<file path="src/rtl/spi_minion_frontend.sv">
// SPI mode-0 minion front end: pad synchronisers, fixed-length frame deframer,
// push FIFO toward the fabric and a one-word holding register returned on miso.
module spi_minion_frontend #(
   parameter int unsigned BW    = 8,
   parameter int unsigned DEPTH = 2
) (
   input  logic          clk_i,
   input  logic          reset_i,
   input  logic          cs_i,
   input  logic          sclk_i,
   input  logic          mosi_i,
   output logic          miso_o,
   output logic [BW-1:0] recv_msg_o,
   output logic          recv_val_o,
   input  logic          recv_rdy_i,
   input  logic [BW-1:0] send_msg_i,
   input  logic          send_val_i,
   output logic          send_rdy_o,
   output logic          minion_parity_o,
   output logic          frame_err_o
);

   localparam int unsigned FW = BW + 2;
   localparam int unsigned CW = $clog2(BW + 4);
   localparam int unsigned PW = (DEPTH > 1) ? $clog2(DEPTH) : 1;
   localparam logic [CW-1:0] CntFull = CW'(FW);
   localparam logic [CW-1:0] CntSat  = CW'(FW + 1);
   localparam logic [PW:0]   FifoMax = (PW + 1)'(DEPTH);

   typedef enum logic [1:0] {StIdle, StShift, StDone} state_e;

   logic [2:0] cs_q, sclk_q;
   logic [1:0] mosi_q;
   logic       cs_s, mosi_s, cs_fall, cs_rise, sclk_rise, sclk_fall;

   always_ff @(posedge clk_i or posedge reset_i) begin
      if (reset_i) begin
         cs_q   <= 3'b111;
         sclk_q <= 3'b000;
         mosi_q <= 2'b00;
      end else begin
         cs_q   <= {cs_q[1:0], cs_i};
         sclk_q <= {sclk_q[1:0], sclk_i};
         mosi_q <= {mosi_q[0], mosi_i};
      end
   end

   assign cs_s      = cs_q[1];
   assign mosi_s    = mosi_q[1];
   assign cs_fall   = cs_q[2] & ~cs_q[1];
   assign cs_rise   = ~cs_q[2] & cs_q[1];
   assign sclk_rise = ~sclk_q[2] & sclk_q[1] & ~cs_s;
   assign sclk_fall = sclk_q[2] & ~sclk_q[1] & ~cs_s;

   state_e          state_q;
   logic [FW-1:0]   rx_q;
   logic [FW-2:0]   tx_q;
   logic [CW-1:0]   bit_cnt_q;
   logic            miso_q, snap_avail_q, frame_err_q;
   logic            hold_full_q, par_q;
   logic [BW-1:0]   hold_q;
   logic [BW-1:0]   mem_q [DEPTH];
   logic [PW-1:0]   wr_ptr_q, rd_ptr_q;
   logic [PW:0]     cnt_q, cnt_d;
   logic            fifo_full, frame_ok, push, pop, commit_pull;

   assign fifo_full   = (cnt_q == FifoMax);
   assign frame_ok    = (state_q == StDone) && (bit_cnt_q == CntFull);
   assign pop         = recv_val_o & recv_rdy_i;
   // A full FIFO still accepts a commit when the head is popped in the same cycle.
   assign push        = frame_ok & rx_q[FW-1] & (~fifo_full | pop);
   assign commit_pull = frame_ok & rx_q[FW-2] & snap_avail_q;

   always_ff @(posedge clk_i or posedge reset_i) begin
      if (reset_i) begin
         state_q      <= StIdle;
         rx_q         <= '0;
         tx_q         <= '0;
         bit_cnt_q    <= '0;
         miso_q       <= 1'b0;
         snap_avail_q <= 1'b0;
         frame_err_q  <= 1'b0;
      end else begin
         frame_err_q <= 1'b0;
         unique case (state_q)
            StIdle: begin
               if (cs_fall) begin
                  miso_q       <= hold_full_q;
                  tx_q         <= {~fifo_full, hold_full_q ? hold_q : '0};
                  snap_avail_q <= hold_full_q;
                  bit_cnt_q    <= '0;
                  state_q      <= StShift;
               end
            end
            StShift: begin
               if (sclk_rise) begin
                  rx_q <= {rx_q[FW-2:0], mosi_s};
                  if (bit_cnt_q != CntSat) bit_cnt_q <= bit_cnt_q + CW'(1);
               end
               if (sclk_fall) begin
                  miso_q <= tx_q[FW-2];
                  tx_q   <= {tx_q[FW-3:0], 1'b0};
               end
               if (cs_rise) state_q <= StDone;
            end
            StDone: begin
               frame_err_q <= (bit_cnt_q != CntFull);
               miso_q      <= 1'b0;
               state_q     <= StIdle;
            end
            default: state_q <= StIdle;
         endcase
      end
   end

   always_comb begin
      cnt_d = cnt_q;
      unique case ({push, pop})
         2'b10:   cnt_d = cnt_q + (PW + 1)'(1);
         2'b01:   cnt_d = cnt_q - (PW + 1)'(1);
         default: cnt_d = cnt_q;
      endcase
   end

   always_ff @(posedge clk_i or posedge reset_i) begin
      if (reset_i) begin
         for (int i = 0; i < int'(DEPTH); i++) mem_q[i] <= '0;
         wr_ptr_q <= '0;
         rd_ptr_q <= '0;
         cnt_q    <= '0;
         par_q    <= 1'b0;
      end else begin
         cnt_q <= cnt_d;
         if (push) begin
            mem_q[wr_ptr_q] <= rx_q[BW-1:0];
            wr_ptr_q        <= wr_ptr_q + PW'(1);
            par_q           <= ^rx_q[BW-1:0];
         end
         if (pop) rd_ptr_q <= rd_ptr_q + PW'(1);
      end
   end

   // Clear and capture are exclusive: a clear needs a full register, which blocks capture.
   always_ff @(posedge clk_i or posedge reset_i) begin
      if (reset_i) begin
         hold_full_q <= 1'b0;
         hold_q      <= '0;
      end else if (commit_pull) begin
         hold_full_q <= 1'b0;
      end else if (send_val_i && !hold_full_q) begin
         hold_full_q <= 1'b1;
         hold_q      <= send_msg_i;
      end
   end

   assign miso_o          = miso_q;
   assign recv_msg_o      = mem_q[rd_ptr_q];
   assign recv_val_o      = (cnt_q != '0);
   assign send_rdy_o      = ~hold_full_q;
   assign minion_parity_o = par_q;
   assign frame_err_o     = frame_err_q;

endmodule

</file>
<file path="config.mk">
export PLATFORM = sky130hd
export DESIGN_NAME = spi_minion_frontend
export DESIGN_NICKNAME = d
export VERILOG_FILES = /design/src/rtl/spi_minion_frontend.sv
export SDC_FILE = /design/constraint.sdc
export NUM_CORES = 1
export LEC_CHECK = 0
export CORE_MARGIN = 8
export CORE_UTILIZATION = 56
export DETAILED_ROUTE_END_ITERATION = 8
export PLACE_DENSITY_LB_ADDON = 0.12
export RECOVER_POWER = 25
export SETUP_SLACK_MARGIN = 0.4
export SYNTH_ARGS = -nofsm -noshare
export SYNTH_HDL_FRONTEND = slang
export SYNTH_SLANG_ARGS = --single-unit
</file>
<file path="constraint.sdc">
create_clock -name clk_i -period 2.5 [get_ports clk_i]
set_clock_uncertainty 0.2 [all_clocks]
set_input_delay 0.5 -clock clk_i [delete_from_list [all_inputs] [get_ports clk_i]]
set_output_delay 0.5 -clock clk_i [all_outputs]
set_load 0.05 [all_outputs]
</file>
==> results.cfg, run 1 <==
[grt]
antenna_found_initial = 0
grt_max_degree = 67
grt_pass1_wl_um = 9070
grtUsageTotal_pct = 15.4
grt_pass1_vias = 1893
grt-ovfl-total = 0

[timing]
max_slew_margin_pct = 42.3
clock.fmax_ghz = 0.489
setup_tns_ns = 0
fin_crit_sh_pct = 81.8
hold_violations = 0
fin_ws_ns = 0.454
worst_pin_slew_ns = 0.865
slew_viol_final = 0
rsz0062_at_grt = true
fin_crit_ns = 2.05
setup_viol = 0

[yosys]
synthTopCellsByArea = dfrtp_1 (54%), mux2_2 (16%), xnor2_1 (3.3%)
ys_ff_latch = 66
syn_inst = 224
yosys_warnings = 0
yosysSeqAreaShare_pct = 56.2
synth_edf_count = 0
synth_cell_types = 47
ys_async_sr_fraction_pct = 100
yosysTopAreaCellShare_pct = 53.5
synth_area_per_cell_um2 = 13.2
ys.flop_type = dfrtp_1
syn_area_um2 = 2950
yosysTopAreaCell = dfrtp_1
syn_nets = 245

[critical_path]
cp_cell_sequence = inv_2 -> ha_2 -> and4b_2 -> o311ai_4 -> nor2_4 -> buf_12 -> mux2_2
slowest_stage = dfrtp_1
crit_fanout = 8
timing.critical_path.from_type = register
critPathKind = register to register
r2r_cells = 7
max_stage_delay_ns = 0.40
cp.depth = 7
cp.required_ns = 2.53
cp.arrival_ns = 2.08
r2r_start = state_q[0]$_DFFE_PP0P_
crit_buf_inv = 2
critical-path-top-delay-family = simple AND/OR/NAND/NOR gates
cp-startpoint = state_q[0]$_DFFE_PP0P_
end_kind = register

[pwr]
ir_drop_mv = 0.788
switching_share_pct = 31.0
power_switching_mw = 1.15
total_power_mw = 3.72
power_frac_comb_pct = 29.6
power_frac_seq_pct = 38.3
p_leak_nw = 1.68
power_frac_clock_pct = 32.1
powerDensity_nw_per_um2 = 1010
p_int_mw = 2.57

[die]
initial_core_util_pct = 57.7
die_y_um = 88.5
ioPinCount = 28
core_um2 = 5110
num_rows = 26
fp.dieW_um = 88.5
fp.dieArea_um2 = 7840

[clock_tree]
clockBufferDepth = 2
clock_sinks = 66
cts-root-buf = clkbuf_8
clk_latency_ns = 0.34
cts_max_level = 3
cts-buffers-inserted = 9
clk_pin_slew_ns = 0.07
cts_tree = done

[layout]
nets = 291
final_cells = 345
fin_util_pct = 72.4
drive_above_1_share_pct = 38.2
area_growth_pct = 25.6
n_antenna_cell = 0

[outcome]
status = finished, final reports clean

[place]
gp_congestion = 0.774
pre_cts_ws_ns = 0.214
io_buffers = 27
dp_cells = 319
dp_hpwl_um = 3450

[flow_run]
maxCapViolations = 0

[route]
num_vias = 1852
wire_per_inst_um = 15.1
antenna_left = 0
firstDrtPassIters = 4
drc = 0
vias_per_cell = 5.37
drtIter0Drc = 43
wirelength_um = 5190

[hold_path]
hold_depth = 0
hold_path.class = register to register
hp-start = mosi_q[0]$_DFF_PP0_
cell usage after synthesis (2+ instances only):
master	count
a21oi_1	10
a21oi_2	2
a22oi_1	6
and2_1	2
clkbuf_1	3
dfrtp_1	63
dfstp_2	3
ha_1	6
inv_1	11
mux2_2	43
nand2_1	7
nand3_1	3
nor2_1	12
nor2_4	2
o21ai_0	9
xnor2_1	11
cell usage in the layout, fill, tap and decap left out, types with 2 or more instances in the layout:
cell type,count
nor2_1,12
clkdlybuf4s50_1,10
a21oi_2,2
mux2_2,39
nand2_1,7
inv_1,9
buf_6,9
o21ai_0,9
mux2_4,4
clkbuf_8,10
ha_2,2
dfstp_2,2
dfrtp_2,2
and2_1,2
a21oi_1,10
xnor2_1,11
nor2_4,2
bufinv_16,4
dlygate4sd2_1,3
buf_12,2
a22oi_1,6
ha_1,4
nand3_1,3
dlygate4sd3_1,4
buf_4,10
dfrtp_1,61
per-stage QoR:
step	hold slack (ns)	area, µm²
floorplan	0.131	2950
global placement	0.133	3300
detailed placement	0.136	3300
CTS	0.152	3660
global route	0.157	3700
finish	0.152	3700
flip-flops by register name, summed over array words and instances (netlist names):
| register | flops |
|---|---|
| bit_cnt_q | 4 |
| cnt_q | 2 |
| cs_q | 3 |
| frame_err_o | 1 |
| hold_full_q | 1 |
| hold_q | 8 |
| mem_q | 16 |
| minion_parity_o | 1 |
| miso_o | 1 |
| mosi_q | 2 |
| rd_ptr_q | 1 |
| rx_q | 10 |
| sclk_q | 3 |
| snap_avail_q | 1 |
| state_q | 2 |
| tx_q | 9 |
| wr_ptr_q | 1 |
worst reg2reg max path: cells and delay by family (launching register included):
family | cells | cell delay, ns
muxes | 1 | 0.33
adders and majority gates | 1 | 0.18
and+or+nand+nor | 2 | 0.45
DFF | 1 | 0.40
AOI/OAI and AO/OA | 1 | 0.16
buffers and inverters | 2 | 0.23
area by class of cell:
| class | count | area, µm² |
|---|---|---|
| flip-flops and latches | 66 | 1660 |
| fillers | 369 | 1410 |
| multi-input cells | 141 | 1240 |
| repair buffers | 41 | 407 |
| clock buffers | 11 | 141 |
| clock inverters | 5 | 125 |
| well taps | 70 | 87.6 |
| inverters | 11 | 45.0 |
cell families (layout without fill, tap and decap cells):
logic type / count (synthesis) / after routing / synth area share, %
flops: 66 / 66 / 56.2
mux: 45 / 45 / 17.2
xor+xnor: 12 / 12 / 3.57
fa+ha+maj: 6 / 6 / 2.55
compound gates: 39 / 39 / 10.2
simple gates: 39 / 39 / 7.73
buf+inv: 17 / 68 / 2.59
what timing repair did:
item	in CTS	in global routing
endpoints found under the setup margin	38	36
setup buffers	7	3
hold buffers	0	0
pin swaps	4	1
resized for setup	17	16
metal layers:
metal	global-route usage, %	wire (µm)	vias up	part of all wire, %
met4	8.14	100	0	1.9
met5	0	0	-	0
met2	23.2	2540	35	49
met3	5.48	266	9	5.1
met1	19.1	2290	923	44
li1	-	-	885	-
path summary, 6_finish.rpt:
| kind | endpoint | slack (ns) |
|---|---|---|
| worst max-delay path | mem_q[8]$_DFFE_PP0P_ | 0.45 |
| worst min-delay path | mosi_q[1]$_DFF_PP0_ | 0.15 |
| worst max register to register | mem_q[8]$_DFFE_PP0P_ | 0.45 |
| worst min register to register | mosi_q[1]$_DFF_PP0_ | 0.15 |
| max in group asynchronous | rd_ptr_q$_DFFE_PP0P_ | 0.72 |
| min in group asynchronous | sclk_q[2]$_DFF_PP0_ | 0.75 |
power groups by stage:
| stage | Sequential, mW | Clock [mW] | Combinational, mW |
|---|---|---|---|
| 4_1_cts | 1.42 | 1.20 | 1.09 |
| 2_1_floorplan | 1.44 | 0 | 0.784 |
| 6_report | 1.42 | 1.19 | 1.10 |
| 3_5_place_dp | 1.46 | 0 | 1.02 |
| 3_3_place_gp | 1.46 | 0 | 0.997 |
| 5_1_grt | 1.45 | 1.28 | 1.22 |
Note: power is estimated with default switching activity, not from simulation.
==> run 2, diff against run 1 <==
clock period = 1.9 ns   (was 2.5 ns; I/O delays follow)
==> results.cfg, run 2 (synthesized netlist as in run 1, its figures left out) <==
[clock_tree]
clockBufferDepth = 2
clk_latency_ns = 0.34
cts-buffers-inserted = 9
postCtsHoldBufs = 0
clock_sinks = 66
cts_max_level = 3
clk_pin_slew_ns = 0.07
cts_tree = done
cts-root-buf = clkbuf_8

[timing]
setup_viol = 42
slew_viol_final = 0
rsz0062_at_grt = true
worst_pin_slew_ns = 0.413
fin_crit_sh_pct = 103
max_slew_margin_pct = 72.4
fin_crit_ns = 1.96
setup_tns_ns = -1.66
clock.fmax_ghz = 0.509
hold_violations = 0
fin_ws_ns = -0.0649
whs_ns = 0.151

[place]
dpl_cell_area_um2 = 3440
gp_congestion = 0.736
pre_cts_ws_ns = -0.262
dp_hpwl_um = 3540
io_buffers = 27
dp_cells = 331

[layout]
nFillCells = 250
final_common_cell = dfrtp_1
n_antenna_cell = 0
nets = 321
final_cells = 374
area_growth_pct = 46.7
largest_reg_flops = 16
final_cell_mix = dfrtp_1 (60), mux2_4 (37), buf_6 (25)
design_area_um2 = 4320
drive_above_1_share_pct = 56.6
regMostFlops = mem_q
largest_registers = mem_q: 16 flops, rx_q: 10 flops, tx_q: 9 flops

[critical_path]
slowest_stage = dfrtp_1
timing.critical_path.from_type = register
end_kind = register
cp_cell_sequence = inv_2 -> ha_4 -> and4b_2 -> o311ai_4 -> nor2_4 -> buf_12 -> mux2_4
crit_fanout = 8
cp.arrival_ns = 1.98
cp.required_ns = 1.92
critical-path-top-delay-family = simple AND/OR/NAND/NOR gates
critPathKind = register to register
r2r_end = mem_q[1]$_DFFE_PP0P_
r2r_start = state_q[0]$_DFFE_PP0P_
r2r_cells = 7
reg2reg_slack_ns = -0.06
crit_buf_inv = 2
max_stage_delay_ns = 0.40

[die]
initial_core_util_pct = 57.7
fp.dieW_um = 88.5
die_y_um = 88.5
fp.dieArea_um2 = 7840
ioPinCount = 28
num_rows = 26
core_um2 = 5110

[pwr]
power_frac_clock_pct = 20.3
power_frac_seq_pct = 34.4
power_frac_comb_pct = 45.4
power_switching_mw = 1.95
p_int_mw = 3.66
p_leak_nw = 1.94
ir_drop_mv = 0.977
powerDensity_nw_per_um2 = 1300
switching_share_pct = 34.7

[hold_path]
hold_depth = 0
hp-start = mosi_q[0]$_DFF_PP0_
hold_path_end = mosi_q[1]$_DFF_PP0_
hold_path.class = register to register

[grt]
grtUsageTotal_pct = 17.7
grt-ovfl-total = 0
grt_pass1_wl_um = 10600
grt_pass1_vias = 2163
antenna_found_initial = 0
grt_max_degree = 67

[flow_run]
maxCapViolations = 0

[route]
firstDrtPassIters = 4
antenna_left = 0
wire_per_inst_um = 17.5
num_vias = 2040
wirelength_um = 6560
drtIter0Drc = 58
drc = 0
vias_per_cell = 5.45

[outcome]
violations = negative setup slack
status = finished with violations
-- run 2: cell types whose count changed in the layout (fill, tap and decap cells not counted), moves of 4 or more --
cell | before | now
mux2_4 | 4 | 37
mux2_2 | 39 | 7
buf_6 | 9 | 25
buf_4 | 10 | 24
nor2_1 | 12 | 5
o21ai_0 | 9 | 3
a21oi_1 | 10 | 5
a21oi_2 | 2 | 6
and2_4 | 0 | 4
buf_12 | 2 | 6
nor2_2 | 0 | 4
-- run 2: worst max path at each step --
| stage | from | depth (start not counted) | endpoint | slack (ns) |
|---|---|---|---|---|
| final | state_q[0]$_DFFE_PP0P_ | 7 | mem_q[1]$_DFFE_PP0P_ | -0.06 |
| after global routing | state_q[0]$_DFFE_PP0P_ | 7 | mem_q[1]$_DFFE_PP0P_ | -0.14 |
| after CTS | rd_ptr_q$_DFFE_PP0P_ | 3 | recv_msg_o[0] | -0.06 |
| after detailed placement | recv_rdy_i | 5 | cnt_q[1]$_DFFE_PP0P_ | -0.26 |
| after global placement | recv_rdy_i | 5 | cnt_q[1]$_DFFE_PP0P_ | -0.17 |
| after floorplan | bit_cnt_q[0]$_DFFE_PP0P_ | 6 | mem_q[10]$_DFFE_PP0P_ | 0.008 |
-- run 2: final cells by class --
| type | count | area, µm² | share of cell area [%] |
|---|---|---|---|
| timing repair buffer | 70 | 737 | 17.1 |
| multi-input combinational | 142 | 1600 | 37.1 |
| inverter | 11 | 50.0 | 1.16 |
| sequential | 66 | 1660 | 38.4 |
| clock buffer | 12 | 145 | 3.36 |
| clock inverter | 3 | 40.0 | 0.926 |
| tap | 70 | 87.6 | 2.03 |
-- run 2: timing repair --
item	CTS	global route
gates cloned	1	0
setup buffers	19	8
setup endpoints to repair	67	68
gates resized for setup	76	42
pin swaps	15	17
-- run 2: metal layers --
metal / up-vias / share of wire (%) / global-route usage [%]
met5: - / 0 / 0
met3: 6 / 3.5 / 5.11
met1: 1053 / 41 / 20.9
met4: 0 / 0.98 / 6.91
li1: 948 / - / -
met2: 33 / 54 / 29.7
-- run 2: through the flow --
step | util (%) | power (mW)
final | 84.6 | 5.61
after global routing | 84.6 | 5.91
after CTS | 80.5 | 5.22
after detailed placement | 67.4 | 3.47
after global placement | 67.4 | 3.41
after floorplan | - | 3.03
-- run 2: power by group through the flow --
stage                     sequential [mW]  combinational (mW)  clock [mW]
after detailed placement             1.93                1.54           0
after global routing                 1.96                2.71        1.24
after global placement               1.92                1.49           0
final                                1.93                2.54        1.14
after CTS                            1.88                2.19        1.15
after floorplan                      1.90                1.13           0
-- run 2: worst register-to-register path, stage by stage (launching register included) --
cell and delay [ns]:
dfrtp_1 0.40, inv_2 0.10, ha_4 0.13, and4b_2 0.27
o311ai_4 0.15, nor2_4 0.14, buf_12 0.15, mux2_4 0.30
==> run 3, diff against run 2 <==
CAP_MARGIN = 10   (was default)
PLACE_DENSITY_LB_ADDON = 0.08   (was 0.12)
==> results.cfg, run 3 (synthesized netlist as in run 1, its figures left out) <==
[route]
antenna_left = 0
wirelength_um = 7250
firstDrtPassIters = 4
wire_per_inst_um = 19.0
num_vias = 2110
drc = 0
vias_per_cell = 5.52
drtIter0Drc = 74

[die]
core_um2 = 5110
fp.dieArea_um2 = 7840
initial_core_util_pct = 57.7
die_y_um = 88.5
fp.dieW_um = 88.5
num_rows = 26
ioPinCount = 28

[layout]
final_common_cell = dfrtp_1
final_cells = 382
largest_registers = mem_q: 16 flops, rx_q: 10 flops, tx_q: 9 flops
drive_above_1_share_pct = 58.7
nFillCells = 244
final_cell_mix = dfrtp_1 (61), mux2_4 (40), buf_6 (33)
area_growth_pct = 50.2
nets = 329
fin_util_pct = 86.6
n_antenna_cell = 0
regMostFlops = mem_q
largest_reg_flops = 16

[critical_path]
critical-path-top-delay-family = buffers and inverters
crit_fanout = 8
worst_path_most_repeated_cell = buf_6
cp_cell_sequence = buf_6 -> inv_8 -> ha_4 -> buf_6 -> buf_6 -> a211oi_4 -> buf_4 -> buf_8 -> a21oi_2
max_stage_delay_ns = 0.37
cp.arrival_ns = 2.05
critPathKind = register to register
timing.critical_path.from_type = register
cp.required_ns = 1.92
slowest_stage = dfrtp_1
end_kind = register
crit_buf_inv = 6

[pwr]
power_frac_clock_pct = 19.0
ir_drop_mv = 1.01
power_frac_seq_pct = 32.9
power_switching_mw = 2.07
switching_share_pct = 35.5
p_leak_nw = 1.99
powerDensity_nw_per_um2 = 1320
p_int_mw = 3.76
power_frac_comb_pct = 48.1

[place]
pre_cts_ws_ns = -0.207
dp_cells = 333
io_buffers = 27
gp_congestion = 0.768
dp_hpwl_um = 3650

[clock_tree]
cts-buffers-inserted = 9
cts_tree = done
clk_latency_ns = 0.33
clock_sinks = 66
cts_max_level = 3
postCtsHoldBufs = 0
clk_pin_slew_ns = 0.07
clockBufferDepth = 2
cts-root-buf = clkbuf_8

[timing]
hold_violations = 0
fin_crit_sh_pct = 107
fin_ws_ns = -0.136
setup_viol = 45
worst_pin_slew_ns = 0.345
rsz0062_at_grt = true
max_slew_margin_pct = 77.0
slew_viol_final = 0
clock.fmax_ghz = 0.491
fin_crit_ns = 2.04

[hold_path]
hold_path.class = register to register

[outcome]
violations = negative setup slack
status = finished with violations

[grt]
grtUsageTotal_pct = 18.6
grt_pass1_vias = 2216
grt_max_degree = 67
grt_pass1_wl_um = 11100
antenna_found_initial = 0
grt-ovfl-total = 0

[flow_run]
maxCapViolations = 0
-- run 3: changes by cell type in the layout (fill, tap and decap cells not counted), sizes merged --
cell    previous run  this run
buf               56        64
bufinv             1         0
clkbuf            12        13
-- run 3: timing repair --
item / in CTS / in global routing
pin swaps: 17 / 11
gates resized for setup: 92 / 42
cloned: 2 / 0
endpoints found under the setup margin: 67 / 69
setup buffers: 21 / 11
-- run 3: power groups by stage --
stage	registers, mW	clock network (mW)	logic (mW)
3_3_place_gp	1.92	0	1.52
5_1_grt	1.95	1.20	2.99
3_5_place_dp	1.93	0	1.57
2_1_floorplan	1.90	0	1.13
6_report	1.92	1.11	2.80
4_1_cts	1.89	1.12	2.25
-- run 3: layout make-up --
cell class              count  area, µm²  share of cell area [%]
repair buffers             78        830                    18.7
clock inverters             2       10.0                   0.226
flip-flops and latches     66       1660                    37.5
inverters                  11       52.6                    1.19
multi-input cells         142       1610                    36.4
clock buffers              13        179                    4.04
well taps                  70       87.6                    1.98
-- run 3: through the flow --
step / setup TNS, ns / hold slack (ns) / power [mW] / cell area, µm²
2_1_floorplan: 0 / 0.131 / 3.03 / 3010
3_3_place_gp: -5.52 / 0.134 / 3.44 / 3460
3_5_place_dp: -6.57 / 0.141 / 3.50 / 3460
4_1_cts: -2.08 / 0.156 / 5.27 / 4170
5_1_grt: -6.92 / 0.166 / 6.14 / 4430
6_report: -3.64 / 0.152 / 5.83 / 4430
-- run 3: final timing paths --
path	start	to	slack (ns)	depth (start not counted)
min in group asynchronous	reset_i	mem_q[6]$_DFFE_PP0P_	0.27	3
worst max-delay path	state_q[1]$_DFFE_PP0P_	tx_q[4]$_DFFE_PP0P_	-0.14	9
max in group asynchronous	reset_i	cs_q[0]$_DFF_PP1_	0.89	3
worst min register to register	sclk_q[0]$_DFF_PP0_	sclk_q[1]$_DFF_PP0_	0.15	0
worst min-delay path	sclk_q[0]$_DFF_PP0_	sclk_q[1]$_DFF_PP0_	0.15	0
worst max register to register	state_q[1]$_DFFE_PP0P_	tx_q[4]$_DFFE_PP0P_	-0.14	9
-- run 3: metal layers --
| metal | vias up | routed length [µm] | track usage [%] |
|---|---|---|---|
| met5 | - | 0 | 0 |
| met4 | 0 | 83 | 5.84 |
| met3 | 11 | 304 | 4.64 |
| met2 | 62 | 3860 | 31.8 |
| met1 | 1078 | 3000 | 22.6 |
| li1 | 959 | - | - |
-- run 3: worst reg2reg max path, delay by kind of cell, from the launching register on --
kind / cells / cell delay, ns
compound gates: 2 / 0.40
fa+ha+maj: 1 / 0.19
flops: 1 / 0.37
buf+inv: 6 / 0.76
